<file path="src/rtl/wb_port_arbiter_pkg.sv">
// Shared definitions for the write-back port arbiter.
//   REQ_A / REQ_B : requester encodings, identical to the write-data mux select
//   REG_ZERO      : architectural zero register index (writes are dropped)
//   grant_e       : last-grant state of the round-robin arbiter
package wb_port_arbiter_pkg;

  localparam int DEF_DATA_W = 32;
  localparam int DEF_ADDR_W = 5;

  localparam logic REQ_A = 1'b1;
  localparam logic REQ_B = 1'b0;

  localparam logic [DEF_ADDR_W-1:0] REG_ZERO = 5'd0;

  typedef enum logic {
    GNT_B = REQ_B,
    GNT_A = REQ_A
  } grant_e;

endpackage

</file>
<file path="src/rtl/rr_arbiter2.sv">
// Combinational 2-way grant.
//   a_valid, b_valid : requests
//   last_grant       : requester granted most recently
//   gnt_a, gnt_b     : one-hot-or-zero grant
// FIXED_PRIO != 0 makes A win every conflict; otherwise the requester that
// did not win last time gets the conflict.
module rr_arbiter2
  import wb_port_arbiter_pkg::*;
#(
  parameter int FIXED_PRIO = 0
) (
  input  logic   a_valid,
  input  logic   b_valid,
  input  grant_e last_grant,
  output logic   gnt_a,
  output logic   gnt_b
);

  always_comb begin
    gnt_a = 1'b0;
    gnt_b = 1'b0;
    if (a_valid && b_valid) begin
      if ((FIXED_PRIO != 0) || (last_grant == GNT_B)) gnt_a = 1'b1;
      else                                            gnt_b = 1'b1;
    end else begin
      gnt_a = a_valid;
      gnt_b = b_valid;
    end
  end

endmodule

</file>
<file path="src/rtl/wb_port_arbiter.sv">
// Shares the register-file write port between the ALU stage (A) and the
// multi-cycle unit (B).
//   a_* / b_*      : valid/ready write requests (rd + data)
//   sel            : registered write-data mux select, 1 = A, 0 = B
//   wr_en/addr/data: registered write port, one cycle after the grant
//   conflict_cnt   : saturating count of cycles with both requests valid
//   clr_cnt        : synchronous clear of conflict_cnt (wins over increment)
module wb_port_arbiter
  import wb_port_arbiter_pkg::*;
#(
  parameter int DATA_W     = DEF_DATA_W,
  parameter int ADDR_W     = DEF_ADDR_W,
  parameter int FIXED_PRIO = 0,
  parameter int CNT_W      = 16
) (
  input  logic              clk,
  input  logic              rst_n,
  input  logic              a_valid,
  input  logic [ADDR_W-1:0] a_rd,
  input  logic [DATA_W-1:0] a_data,
  output logic              a_ready,
  input  logic              b_valid,
  input  logic [ADDR_W-1:0] b_rd,
  input  logic [DATA_W-1:0] b_data,
  output logic              b_ready,
  output logic              sel,
  output logic              wr_en,
  output logic [ADDR_W-1:0] wr_addr,
  output logic [DATA_W-1:0] wr_data,
  output logic [CNT_W-1:0]  conflict_cnt,
  input  logic              clr_cnt
);

  grant_e            last_grant_q, last_grant_d;
  logic              gnt_a, gnt_b, any_gnt;
  logic [ADDR_W-1:0] win_rd;
  logic [DATA_W-1:0] win_data;

  rr_arbiter2 #(.FIXED_PRIO(FIXED_PRIO)) u_arb (
    .a_valid   (a_valid),
    .b_valid   (b_valid),
    .last_grant(last_grant_q),
    .gnt_a     (gnt_a),
    .gnt_b     (gnt_b)
  );

  assign a_ready  = gnt_a;
  assign b_ready  = gnt_b;
  assign any_gnt  = gnt_a | gnt_b;
  assign win_rd   = gnt_a ? a_rd   : b_rd;
  assign win_data = gnt_a ? a_data : b_data;

  // Round-robin state: reset to B so that A takes the first conflict.
  always_ff @(posedge clk or negedge rst_n) begin
    if (!rst_n) last_grant_q <= GNT_B;
    else        last_grant_q <= last_grant_d;
  end

  always_comb begin
    last_grant_d = last_grant_q;
    if (gnt_a)      last_grant_d = GNT_A;
    else if (gnt_b) last_grant_d = GNT_B;
  end

  // Output stage. A grant to x0 is still consumed and still loads addr/data,
  // it just never raises the write enable.
  always_ff @(posedge clk or negedge rst_n) begin
    if (!rst_n) begin
      sel     <= REQ_B;
      wr_en   <= 1'b0;
      wr_addr <= '0;
      wr_data <= '0;
    end else begin
      wr_en <= any_gnt && (win_rd != ADDR_W'(REG_ZERO));
      if (any_gnt) begin
        sel     <= gnt_a ? REQ_A : REQ_B;
        wr_addr <= win_rd;
        wr_data <= win_data;
      end
    end
  end

  always_ff @(posedge clk or negedge rst_n) begin
    if (!rst_n)                                          conflict_cnt <= '0;
    else if (clr_cnt)                                    conflict_cnt <= '0;
    else if (a_valid && b_valid && (conflict_cnt != '1)) conflict_cnt <= conflict_cnt + CNT_W'(1);
  end

endmodule

</file>
<file path="config.mk">
export PLATFORM = sky130hd
export DESIGN_NAME = wb_port_arbiter
export DESIGN_NICKNAME = d
export VERILOG_FILES = /design/src/rtl/wb_port_arbiter_pkg.sv /design/src/rtl/rr_arbiter2.sv /design/src/rtl/wb_port_arbiter.sv
export SDC_FILE = /design/constraint.sdc
export NUM_CORES = 1
export LEC_CHECK = 0
export BUFFER_PORTS_ARGS = -buffer_cell sky130_fd_sc_hd__buf_2
export CORE_ASPECT_RATIO = 0.8
export CORE_UTILIZATION = 39
export DETAILED_ROUTE_END_ITERATION = 12
export GPL_TIMING_DRIVEN = 0
export PLACE_DENSITY_LB_ADDON = 0.25
export SLEW_MARGIN = 15
export SYNTH_ARGS = -nofsm -noshare
export SYNTH_HDL_FRONTEND = slang
export SYNTH_SLANG_ARGS = --single-unit
</file>
<file path="constraint.sdc">
create_clock -name clk -period 2.05 [get_ports clk]
set_clock_uncertainty 0.05 [all_clocks]
set_input_delay 0.1025 -clock clk [delete_from_list [all_inputs] [get_ports clk]]
set_output_delay 0.1025 -clock clk [all_outputs]
set_load 0.005 [all_outputs]
</file>
==> results of run 1 <==
-- state kept, by name (all words and copies together) (netlist names) --
signal and count:
conflict_cnt 16, wr_addr 5, last_grant_q 1, wr_en 1, wr_data 32
-- routing by layer --
metal / vias up / track usage [%]
met4: 0 / 4.51
met1: 1188 / 25.3
li1: 1266 / -
met3: 6 / 4.70
met2: 88 / 36.5
met5: - / 0
-- cells in the final DEF (no fill, tap or decap), types with 4 or more instances in the layout --
master	count
o211ai_1	4
o22ai_1	38
nor2_1	89
dfrtp_1	55
xor2_1	8
inv_1	4
nand2_1	9
dlygate4sd3_1	23
a21oi_1	4
clkbuf_1	9
clkbuf_8	5
buf_2	136
and3_1	4
-- per-stage QoR --
| step | hold WS, ns | power [W] | setup slack [ns] | util [%] |
|---|---|---|---|---|
| 6_report | 0.00508 | 0.00251 | 0.163 | 60.6 |
| 4_1_cts | 0.000423 | 0.00254 | 0.00371 | 60.4 |
| 2_1_floorplan | -0.243 | 0.00143 | 0.234 | - |
| 3_3_place_gp | 0.293 | 0.00167 | 0.0973 | 54.4 |
| 3_5_place_dp | 0.149 | 0.00168 | 0.0329 | 54.4 |
| 5_1_grt | 0.0121 | 0.00264 | 0.00329 | 60.6 |
-- worst paths after layout --
kind                       slack (ns)               to       startpoint
min                             0.005      wr_data[30]       b_data[30]
min reg2reg                      0.46       wr_data[3]       wr_data[3]
min in group asynchronous        0.33      wr_data[27]            rst_n
max in group asynchronous        1.16      wr_data[15]            rst_n
max reg2reg                      0.16  conflict_cnt[1]  conflict_cnt[0]
max                              0.16  conflict_cnt[1]  conflict_cnt[0]
-- worst register-to-register path: stages (launching register included) --
cell	delay [ns]
dfrtp_1	0.43
ha_1	0.21
and4_2	0.29
nand3_2	0.21
o21ai_4	0.30
mux2i_1	0.23
nor2_1	0.06
-- logic make-up (layout without fill, tap and decap cells) --
logic type	count (synthesis)	after routing	synth area share [%]
buffers and inverters	20	184	3.42
AOI/OAI and AO/OA	59	59	16.7
adders and majority gates	1	1	0.495
DFF	55	55	54.5
xor gates and xnor gates	11	11	3.81
and+or+nand+nor	121	121	20.7
muxes	1	1	0.396
-- area by class of cell --
class / instances / area [µm²]
fillers: 563 / 2390
flip-flops and latches: 55 / 1380
multi-input cells: 193 / 1080
repair buffers: 157 / 903
well taps: 81 / 101
clock buffers: 6 / 72.6
plain buffers: 15 / 67.6
clock inverters: 2 / 60.1
inverters: 4 / 15.0
-- report_power, final --
| group | internal, W | leakage (nW) | switching (W) |
|---|---|---|---|
| Sequential | 0.00118 | 0.659 | 0.0000495 |
| Combinational | 0.000224 | 1.04 | 0.000235 |
| Clock | 0.000488 | 0.0654 | 0.000334 |
| Total | 0.00189 | 1.76 | 0.000618 |
-- what timing repair did --
action	in CTS	in global routing
resized for setup	0	3
hold buffers	23	0
hold endpoints to repair	76	0
setup endpoints to repair	0	10
==> metrics.md, run 1 <==
| Metric | Value |
|---|---|
| Status | complete, no violations |
| Synthesized net count | around 350 |
| Top layer in use | met4 |
| Met3 wire len | 401 µm |
| Maxcap violations | 0 |
| Count of antenna-violating nets left after detailed routing | 0 |
| Area contributors post-synth | dfrtp_1, nor2_1, o22ai_1, xor2_1, a2111oi_4 |
| Setup_tns | 0 ns |
| Share of cells above drive strength 1 | 36.1% |
| First-pass GRT wire length | 10.9 mm |
| Leak | 1.76 nW |
| Worst skew pair latency | around 0.29 ns |
| Drt drc | 0 |
| Final setup vio count | 0 |
| Fmax | 530 MHz |
| Area growth, synth to finish | 45.5% |
| DP HPWL | 4.97 mm |
| Die Area | 0.00681 mm² |
| Critical path's slowest cell | dfrtp_1 |
| Critical path type | register to register |
| PortBufs | 134 |
| Routed vias | 2548 |
| P per Cell Area | slightly below 700 mW/mm² |
| Worst hold-check path type | input pin to register |
| Critical Path AT | 2.02 ns |
| Routed wire per std cell | about 13 µm |
| Count of pins over their slew limit | 0 |
| Post-synth top area share | between 50% and 60% |
| Mean Syn Cell Area | around 9.4 µm² |
| Largest stage delay, worst path | ~0.43 ns |
| Asr flop ratio synth | 100% |
| Largest net degree at the start of global routing | 56 |
| Required time worst endpoint | 2.18 ns |
| Worst setup EP type | register |
| Top cell type by total area after synthesis | dfrtp_1 |
| Core Footprint | 0.00607 mm² |
| Most frequent cell after synthesis | nor2_1 |
| Crit path buf inv count | 0 |
| Initial antenna violation count | 0 |
| Yosys warns | 0 |
| Vias in the first global route | 2483 |
| CTS tree | built |
| Routed Wire Length | 6.91 mm |
| Chip Width | 92.0 µm |
| Die Height | about 74 µm |
| Non-filler cells, final | approximately 510 |
| CP cell instances | ha_1, and4_2, nand3_2, o21ai_4, mux2i_1, nor2_1 |
| Met2 WL | 3.44 mm |
| Final #Nets | between 500 and 600 |
| Initial DRC count | about 60 |
| Post CTS Setup Buffer Count | 0 |
| Metal-1 WL | 3.01 mm |
| Gr ovfl total | 0 |
| GRT Total Usage | between 20 and 25% |
| Cell family with the largest share of critical-path delay | simple AND/OR/NAND/NOR gates |
| Critical path startpoint category | register |
| Most used flip-flop cell after synthesis | dfrtp_1 |
| RSZ-0062 raised after global routing | false |
| Maximum vdd drop | 0.437 mV |
| Sequential cell area fraction in the yosys report | 54.5% |
| DR vias/cell | 4.97 |
| Placed cell area | 0.00330 mm² |
| Ports | 136 |
| CTS Buf Count | 5 |
| Clk slew on worst S/H paths | 0.09 ns |
| Final min period | 1.89 ns |
| H-tree lvl count | 2 |
| Synth Instances | 268 |
| Crit share post-route | between 90 and 100% |
| Clock tree buffer depth | 2 |
| Synth cell count leaders | nor2_1, dfrtp_1, o22ai_1 |
| Relative slew slack | 54.6% |
| Worst hold path depth | 3 |
| Netlist cell types | 35 |
| Initial Utilization | 41.6% |
| Worst-margin pin slew | a little under 0.7 ns |
| R2R depth | 6 |
| Placed cells | 483 |
| Drt pass-1 iters | 4 |
| Synth Cell Area | ~0.0025 mm² |
| EDFF count, synth | 0 |
| CTS sink cnt | 55 |
| CTS Root Cell | clkbuf_8 |
| Hold Fails Final Rpt | 0 |
| Seq cells post-synth | 55 |
| Gpl congestion | 0.816 |
| Antenna Cells | 0 |
| Final Instance Area | about 0.0037 mm² |
| Cell depth of the worst setup path | 6 |
| CP max FO | 8 |
| Rows | 25 |
No activity file was read; power rests on OpenSTA's default activity.
==> run 2: changes to the inputs <==
--- a/config.mk
+++ b/config.mk
@@ -11,6 +11,7 @@
 export DETAILED_ROUTE_END_ITERATION = 12
 export GPL_TIMING_DRIVEN = 0
 export PLACE_DENSITY_LB_ADDON = 0.25
+export SETUP_SLACK_MARGIN = 0.4
 export SLEW_MARGIN = 15
 export SYNTH_ARGS = -nofsm -noshare
 export SYNTH_HDL_FRONTEND = slang
==> metrics.md, run 2 (synthesis results as in run 1) <==
| Metric | Value |
|---|---|
| Status | complete, no violations (unchanged) |
| CTS sink cnt | 55 (unchanged) |
| Commonest non-fill, non-tap cell in the layout | buf_2 (unchanged) |
| DR vias/cell | 4.98 (was 4.97) |
| Die Area | 0.00681 mm² (unchanged) |
| Maximum vdd drop | 0.474 mV (was 0.437 mV) |
| PortBufs | 134 (unchanged) |
| P per Cell Area | 638 mW/mm² (was 683 mW/mm²) |
| CP cell instances | ha_2, and4_4, nand3_4, o21ai_4, mux2i_1, nor2_1 (was ha_1, and4_2, nand3_2, o21ai_4, mux2i_1, nor2_1) |
| Largest register by flop count | wr_data (unchanged) |
| Critical path startpoint category | register (unchanged) |
| Leak | 1.88 nW (was 1.76 nW) |
| Count of antenna-violating nets left after detailed routing | 0 (unchanged) |
| Worst R2R Start | conflict_cnt[0] (unchanged) |
| Setup WS pre-CTS | 0.238 ns (was 0.0329 ns) |
| Initial DRC count | 57 (was 61) |
| Placed cell area | 0.00332 mm² (was 0.00330 mm²) |
| H-tree lvl count | 2 (unchanged) |
| CTS Buf Count | 5 (unchanged) |
| Die Height | 74.0 µm (unchanged) |
| R2R depth | 6 (unchanged) |
| Worst hold path depth | 3 (unchanged) |
| Relative slew slack | 53.4% (was 54.6%) |
| Fmax | 589 MHz (was 530 MHz) |
| Tot Pwr | 0.00247 W (was 0.00251 W) |
| Largest register FFs | 32 (unchanged) |
| First-pass GRT wire length | 11.6 mm (was 10.9 mm) |
| RSZ-0062 raised after global routing | true (was false) |
| Largest registers | wr_data x32, conflict_cnt x16, wr_addr x5 (unchanged) |
| Cell family with the largest share of critical-path delay | simple AND/OR/NAND/NOR gates (unchanged) |
| Most frequent cells in the layout | buf_2, nor2_1, dfrtp_1 (unchanged) |
| Rows | 25 (unchanged) |
| Core Footprint | 0.00607 mm² (unchanged) |
| Vias in the first global route | 2502 (was 2483) |
| Count of pins over their slew limit | 0 (unchanged) |
| Min-delay src | b_data[0] (was b_data[30]) |
| Setup ws final | 0.354 ns (was 0.163 ns) |
| Gr ovfl total | 0 (unchanged) |
| Area growth, synth to finish | 53.0% (was 45.5%) |
| Hold Slack | 0.00821 ns (was 0.00508 ns) |
| GRT Total Usage | 21.4% (was 20.3%) |
| Share of cells above drive strength 1 | 39.2% (was 36.1%) |
| Setup_tns | 0 ns (unchanged) |
| Worst skew pair latency | 0.30 ns (was 0.29 ns) |
| CP max FO | 8 (unchanged) |
| CTS Root Cell | clkbuf_8 (unchanged) |
| Critical Path AT | 1.82 ns (was 2.02 ns) |
| DP HPWL | 5.09 mm (was 4.97 mm) |
| Ports | 136 (unchanged) |
| Critical path's slowest cell | dfrtp_1 (unchanged) |
| Initial Utilization | 41.6% (unchanged) |
| Crit path buf inv count | 0 (unchanged) |
| Worst setup EP type | register (unchanged) |
| Reg2Reg Setup Slack | 0.35 ns (was 0.16 ns) |
| Largest net degree at the start of global routing | 56 (unchanged) |
| Final setup vio count | 0 (unchanged) |
| Crit share post-route | 82.8% (was 92.0%) |
| CTS tree | built (unchanged) |
| Crit Reg-Reg Endpoint | conflict_cnt[1] (unchanged) |
| Drt pass-1 iters | 4 (unchanged) |
| Antenna Cells | 0 (unchanged) |
| Critical path type | register to register (unchanged) |
| Final #Nets | 528 (was 511) |
| Worst hold-check path type | input pin to register (unchanged) |
| Routed wire per std cell | 13.8 µm (was 13.5 µm) |
| Final min period | 1.70 ns (was 1.89 ns) |
| Largest stage delay, worst path | 0.39 ns (was 0.43 ns) |
| Routed Wire Length | 7.31 mm (was 6.91 mm) |
| Drt drc | 0 (unchanged) |
| Worst-margin pin slew | 0.699 ns (was 0.681 ns) |
| Maxcap violations | 0 (unchanged) |
| Required time worst endpoint | 2.17 ns (was 2.18 ns) |
| Initial antenna violation count | 0 (unchanged) |
| Chip Width | 92.0 µm (unchanged) |
| Worst Hold Path EP | wr_data[0] (was wr_data[30]) |
| Gpl congestion | 0.764 (was 0.816) |
| Routed vias | 2640 (was 2548) |
| Clk slew on worst S/H paths | 0.10 ns (was 0.09 ns) |
| Hold Fails Final Rpt | 0 (unchanged) |
| Final Instance Area | 0.00387 mm² (was 0.00367 mm²) |
| Clock tree buffer depth | 2 (unchanged) |
-- run 2: cell types whose count changed in the layout (fill, tap and decap cells not counted), sizes merged --
cell,delta
buf,+13
dlygate4sd3,+4
bufinv,-1
clkinv,+1
-- run 2: worst max path at each step --
stage	from	end	slack [ns]	cells past startpoint
floorplan	conflict_cnt[0]	conflict_cnt[10]	0.41	6
global placement	conflict_cnt[0]	conflict_cnt[1]	0.26	6
detailed placement	conflict_cnt[0]	conflict_cnt[1]	0.24	6
CTS	conflict_cnt[0]	conflict_cnt[1]	0.33	6
global route	conflict_cnt[0]	conflict_cnt[1]	0.27	6
finish	conflict_cnt[0]	conflict_cnt[1]	0.35	6
-- run 2: area by class of cell --
type / count / area (µm²)
inverter: 4 / 15.0
sequential: 55 / 1380
multi-input combinational: 193 / 1130
tap: 81 / 101
fill: 550 / 2200
clock inverter: 2 / 35.0
clock buffer: 6 / 82.6
buffer: 16 / 95.1
timing repair buffer: 173 / 1030
-- run 2: worst reg2reg max path: cells and delay by family, from the launching register on --
kind,cells,cell delay [ns]
AO/OA/AOI/OAI,1,0.26
adder cells (fa/ha/maj),1,0.20
multiplexers,1,0.21
flip-flops,1,0.39
AND/OR/NAND/NOR,3,0.47
-- run 2: routing by layer --
metal / global-route usage, % / wire [µm] / vias up
met5: 0 / 0 / -
met4: 5.03 / 82 / 0
met3: 4.50 / 405 / 8
met2: 37.5 / 3620 / 87
met1: 27.8 / 3210 / 1243
li1: - / - / 1302
-- run 2: stage by stage --
stage / instances / utilization, %
2_1_floorplan: 268 / -
3_3_place_gp: 483 / 54.7
3_5_place_dp: 483 / 54.8
4_1_cts: 524 / 62.6
5_1_grt: 530 / 63.7
6_report: 530 / 63.7
-- run 2: timing repair --
item / 4_1_cts / 5_1_grt
pin swaps: 5 / 12
hold buffers: 26 / 1
endpoints found under the hold margin: 80 / 1
setup buffers: 7 / 5
setup endpoints to repair: 27 / 24
resized for setup: 10 / 7
-- run 2: power by group --
group | switching [W] | internal [W]
sequential | 0.0000496 | 0.00118
combinational | 0.000244 | 0.000251
clock | 0.000347 | 0.000396
==> run 3: changes to the inputs <==
--- a/config.mk
+++ b/config.mk
@@ -5,6 +5,7 @@
 export SDC_FILE = /design/constraint.sdc
 export NUM_CORES = 1
 export LEC_CHECK = 0
+export ABC_AREA = 1
 export BUFFER_PORTS_ARGS = -buffer_cell sky130_fd_sc_hd__buf_2
 export CORE_ASPECT_RATIO = 0.8
 export CORE_UTILIZATION = 39
==> constraint.sdc (replaced) <==
create_clock -name clk -period 1.55 [get_ports clk]
set_clock_uncertainty 0.05 [all_clocks]
set_input_delay 0.0775 -clock clk [delete_from_list [all_inputs] [get_ports clk]]
set_output_delay 0.0775 -clock clk [all_outputs]
set_load 0.005 [all_outputs]
==> metrics.md, run 3 <==
| Metric | Value |
|---|---|
| CTS tree | built (unchanged) |
| Layout filler cell count | 583 (was 550) |
| Initial Utilization | 40.6% (was 41.6%) |
| Net Sw Frac | 29.3% (was 26.0%) |
| Drt drc | 0 (unchanged) |
| Final Util | 66.3% (was 63.7%) |
| Setup WS pre-CTS | -0.204 ns (was 0.238 ns) |
| CTS Root Cell | clkbuf_8 (unchanged) |
| Die Height | 78.1 µm (was 74.0 µm) |
| Worst setup EP type | register (unchanged) |
| Count of pins over their slew limit | 0 (unchanged) |
| Routed Wire Length | 8.80 mm (was 7.31 mm) |
| H-tree lvl count | 2 (unchanged) |
| First-pass GRT wire length | 14.4 mm (was 11.6 mm) |
| Area of the multi-input gates | 0.00155 mm² (was 0.00113 mm²) |
| Largest registers | wr_data x32, conflict_cnt x16, wr_addr x5 (unchanged) |
| RSZ-0062 raised after global routing | true (unchanged) |
| Worst skew pair latency | 0.30 ns (about the same) |
| Top cell type by total area after synthesis | dfrtp_1 (unchanged) |
| Commonest non-fill, non-tap cell in the layout | buf_2 (unchanged) |
| Initial antenna violation count | 0 (unchanged) |
| Reg2Reg Setup Slack | -0.03 ns (was 0.35 ns) |
| Yosys warns | 0 (unchanged) |
| Setup ws final | -0.0307 ns (was 0.354 ns) |
| Fmax | 633 MHz (was 589 MHz) |
| R2R depth | 10 (was 6) |
| Drt pass-1 iters | 4 (unchanged) |
| Routed wire per std cell | 13.5 µm (was 13.8 µm) |
| Initial DRC count | 83 (was 57) |
| Largest net degree at the start of global routing | 56 (unchanged) |
| Maximum vdd drop | 0.501 mV (was 0.474 mV) |
| Leak | 2.28 nW (was 1.88 nW) |
| Critical Path AT | 1.78 ns (was 1.82 ns) |
| Worst-margin pin slew | 0.725 ns (was 0.699 ns) |
| DP HPWL | 5.69 mm (was 5.09 mm) |
| Critical path startpoint category | register (unchanged) |
| Worst hold-check path type | input pin to register (unchanged) |
| Crit share post-route | 102% (was 82.8%) |
| CTS sink cnt | 55 (unchanged) |
| Synth Instances | 370 (was 268) |
| Netlist cell types | 23 (was 35) |
| Chip Width | 97.2 µm (was 92.0 µm) |
| Gpl congestion | 0.803 (was 0.764) |
| Setup crit start | conflict_cnt[0] (unchanged) |
| Critical path type | register to register (unchanged) |
| Hold Slack | 0.00643 ns (was 0.00821 ns) |
| Final #Nets | 642 (was 528) |
| Largest register FFs | 32 (unchanged) |
| Final Instance Area | 0.00461 mm² (was 0.00387 mm²) |
| Relative slew slack | 51.7% (was 53.4%) |
| DR vias/cell | 4.95 (was 4.98) |
| Net Sw Power | 0.00101 W (was 0.000641 W) |
| CTS Buf Count | 5 (unchanged) |
| Required time worst endpoint | 1.75 ns (was 2.17 ns) |
| Synth cell count leaders | nand2_1, nor2_1, dfrtp_1 (was nor2_1, dfrtp_1, o22ai_1) |
| Largest register by flop count | wr_data (unchanged) |
| Gr ovfl total | 0 (unchanged) |
| Count of antenna-violating nets left after detailed routing | 0 (unchanged) |
| Die Area | 0.00759 mm² (was 0.00681 mm²) |
| Worst R2R Start | conflict_cnt[0] (unchanged) |
| Gate power share | 29.2% (was 20.1%) |
| Area contributors post-synth | dfrtp_1, nand2_1, nor2_1, o31ai_1, nand3_1 (was dfrtp_1, nor2_1, o22ai_1, xor2_1, a2111oi_4) |
| Power Internal | 0.00242 W (was 0.00183 W) |
| Asr flop ratio synth | 100% (unchanged) |
| Rows | 27 (was 25) |
| P per Cell Area | 744 mW/mm² (was 638 mW/mm²) |
| Synthesized net count | 450 (was 348) |
| Vias in the first global route | 3075 (was 2502) |
| GRT Total Usage | 23.4% (was 21.4%) |
| Status | finished, violations left (was complete, no violations) |
| Post-synth top area share | 48.7% (was 54.5%) |
| PortBufs | 135 (was 134) |
| Hold Fails Final Rpt | 0 (unchanged) |
| Share of cells above drive strength 1 | 47.1% (was 39.2%) |
| EDFF count, synth | 0 (unchanged) |
| Antenna Cells | 0 (unchanged) |
| Synth Cell Area | 0.00283 mm² (was 0.00253 mm²) |
| Maxcap violations | 0 (unchanged) |
| Register area | 0.00138 mm² (about the same) |
| Seq cells post-synth | 55 (unchanged) |
| Clock tree buffer depth | 2 (unchanged) |
| Placed cell area | 0.00368 mm² (was 0.00332 mm²) |
| Most frequent cell after synthesis | nand2_1 (was nor2_1) |
| Sequential power share | 47.9% (was 49.8%) |
| Routed vias | 3218 (was 2640) |
| Most frequent cells in the layout | buf_2, nand2_1, nor2_1, dfrtp_1, o31ai_1 (was buf_2, nor2_1, dfrtp_1) |
| Mean Syn Cell Area | 7.64 µm² (was 9.43 µm²) |
| Power share of the clock group | 22.8% (was 30.1%) |
| Sequential cell area fraction in the yosys report | 48.7% (was 54.5%) |
| Area growth, synth to finish | 63.1% (was 53.0%) |
| Crit Reg-Reg Endpoint | conflict_cnt[0] (was conflict_cnt[1]) |
| Final min period | 1.58 ns (was 1.70 ns) |
| Clk slew on worst S/H paths | 0.10 ns (about the same) |
| Core Footprint | 0.00696 mm² (was 0.00607 mm²) |
| Most used flip-flop cell after synthesis | dfrtp_1 (unchanged) |
| Failing checks | negative setup slack |
| CP endpoint | conflict_cnt[0] (was conflict_cnt[1]) |
| Ports | 136 (unchanged) |
| Final setup vio count | 14 (was 0) |
| CP max FO | 5 (was 8) |
## run 3: cell types whose count changed in the layout (fill, tap and decap cells not counted), moves of 9 or more
| cell | change |
|---|---|
| nand2_1 | +88 |
| nor2_1 | -39 |
| o22ai_1 | -38 |
| o31ai_1 | +26 |
| nor2_2 | +22 |
| buf_6 | +21 |
| nor2_4 | +16 |
| dlygate4sd3_1 | -14 |
| nand2_2 | +14 |
| inv_1 | +13 |
| nand3_1 | +12 |
| nand4_1 | +9 |
## run 3: logic make-up (layout without fill, tap and decap cells)
group	count (synthesis)	count (layout)	synth area share [%]
and+or+nand+nor	231	231	34.0
DFF	55	55	48.7
AOI/OAI and AO/OA	43	43	10.4
buffers and inverters	36	229	5.18
xor gates and xnor gates	3	3	0.930
adders and majority gates	1	1	0.443
muxes	1	1	0.354
## run 3: timing repair
action | in CTS | in global routing
buffers inserted | 29 | 3
endpoints found under the hold margin | 62 | 3
pin swaps | 32 | 7
resized for setup | 99 | 17
hold buffers | 10 | 3
gates cloned | 5 | 0
endpoints found under the setup margin | 55 | 60
## run 3: layer usage
metal | share of wire [%] | global-route usage [%]
met3 | 6.9 | 5.25
met4 | 1.1 | 5.37
met5 | 0 | 0
met2 | 50 | 39.7
met1 | 42 | 30.5
## run 3: worst max-delay path, cell delays in order (launching register included)
cell and delay, ns:
dfrtp_1 0.38, ha_2 0.20, nand2_2 0.08, nor2_4 0.11, nand2_2 0.08, nor2_4 0.15, nor2_4 0.06, nor2_4 0.16
buf_6 0.16, nand2_2 0.04, nand2_1 0.05
## run 3: metrics by stage
| step | setup TNS, ns | std cells | total power (W) |
|---|---|---|---|
| CTS | -0.129 | 644 | 0.00343 |
| global route | -1.36 | 650 | 0.00361 |
| global placement | -2.46 | 592 | 0.00233 |
| finish | -0.279 | 650 | 0.00343 |
| detailed placement | -3.11 | 592 | 0.00234 |
| floorplan | -0.178 | 370 | 0.00199 |
## run 3: how the worst min path moves through the flow
stage / depth (start not counted) / slack, ns / endpoint / start
after floorplan: 0 / -0.27 / conflict_cnt[0] / rst_n
after global placement: 3 / 0.32 / wr_data[9] / b_data[9]
after detailed placement: 1 / 0.13 / conflict_cnt[6] / rst_n
after CTS: 3 / 0.0001 / wr_data[17] / a_data[17]
after global routing: 3 / 0.00002 / wr_data[31] / b_data[31]
final: 3 / 0.006 / wr_data[31] / b_data[31]
## run 3: area by class of cell
cell class | count | area share (%)
clock buffers | 7 | 1.66
multi-input cells | 279 | 33.6
flip-flops and latches | 55 | 30.0
inverters | 18 | 1.63
clock inverters | 1 | 0.109
repair buffers | 185 | 26.3
plain buffers | 18 | 4.31
well taps | 87 | 2.36
## run 3: power groups by stage
| stage | registers, W | clock network, W | logic [W] |
|---|---|---|---|
| finish | 0.00164 | 0.000783 | 0.00100 |
| global route | 0.00166 | 0.000857 | 0.00110 |
| CTS | 0.00164 | 0.000815 | 0.000972 |
| detailed placement | 0.00167 | 0 | 0.000677 |
| global placement | 0.00166 | 0 | 0.000663 |
| floorplan | 0.00168 | 0 | 0.000307 |
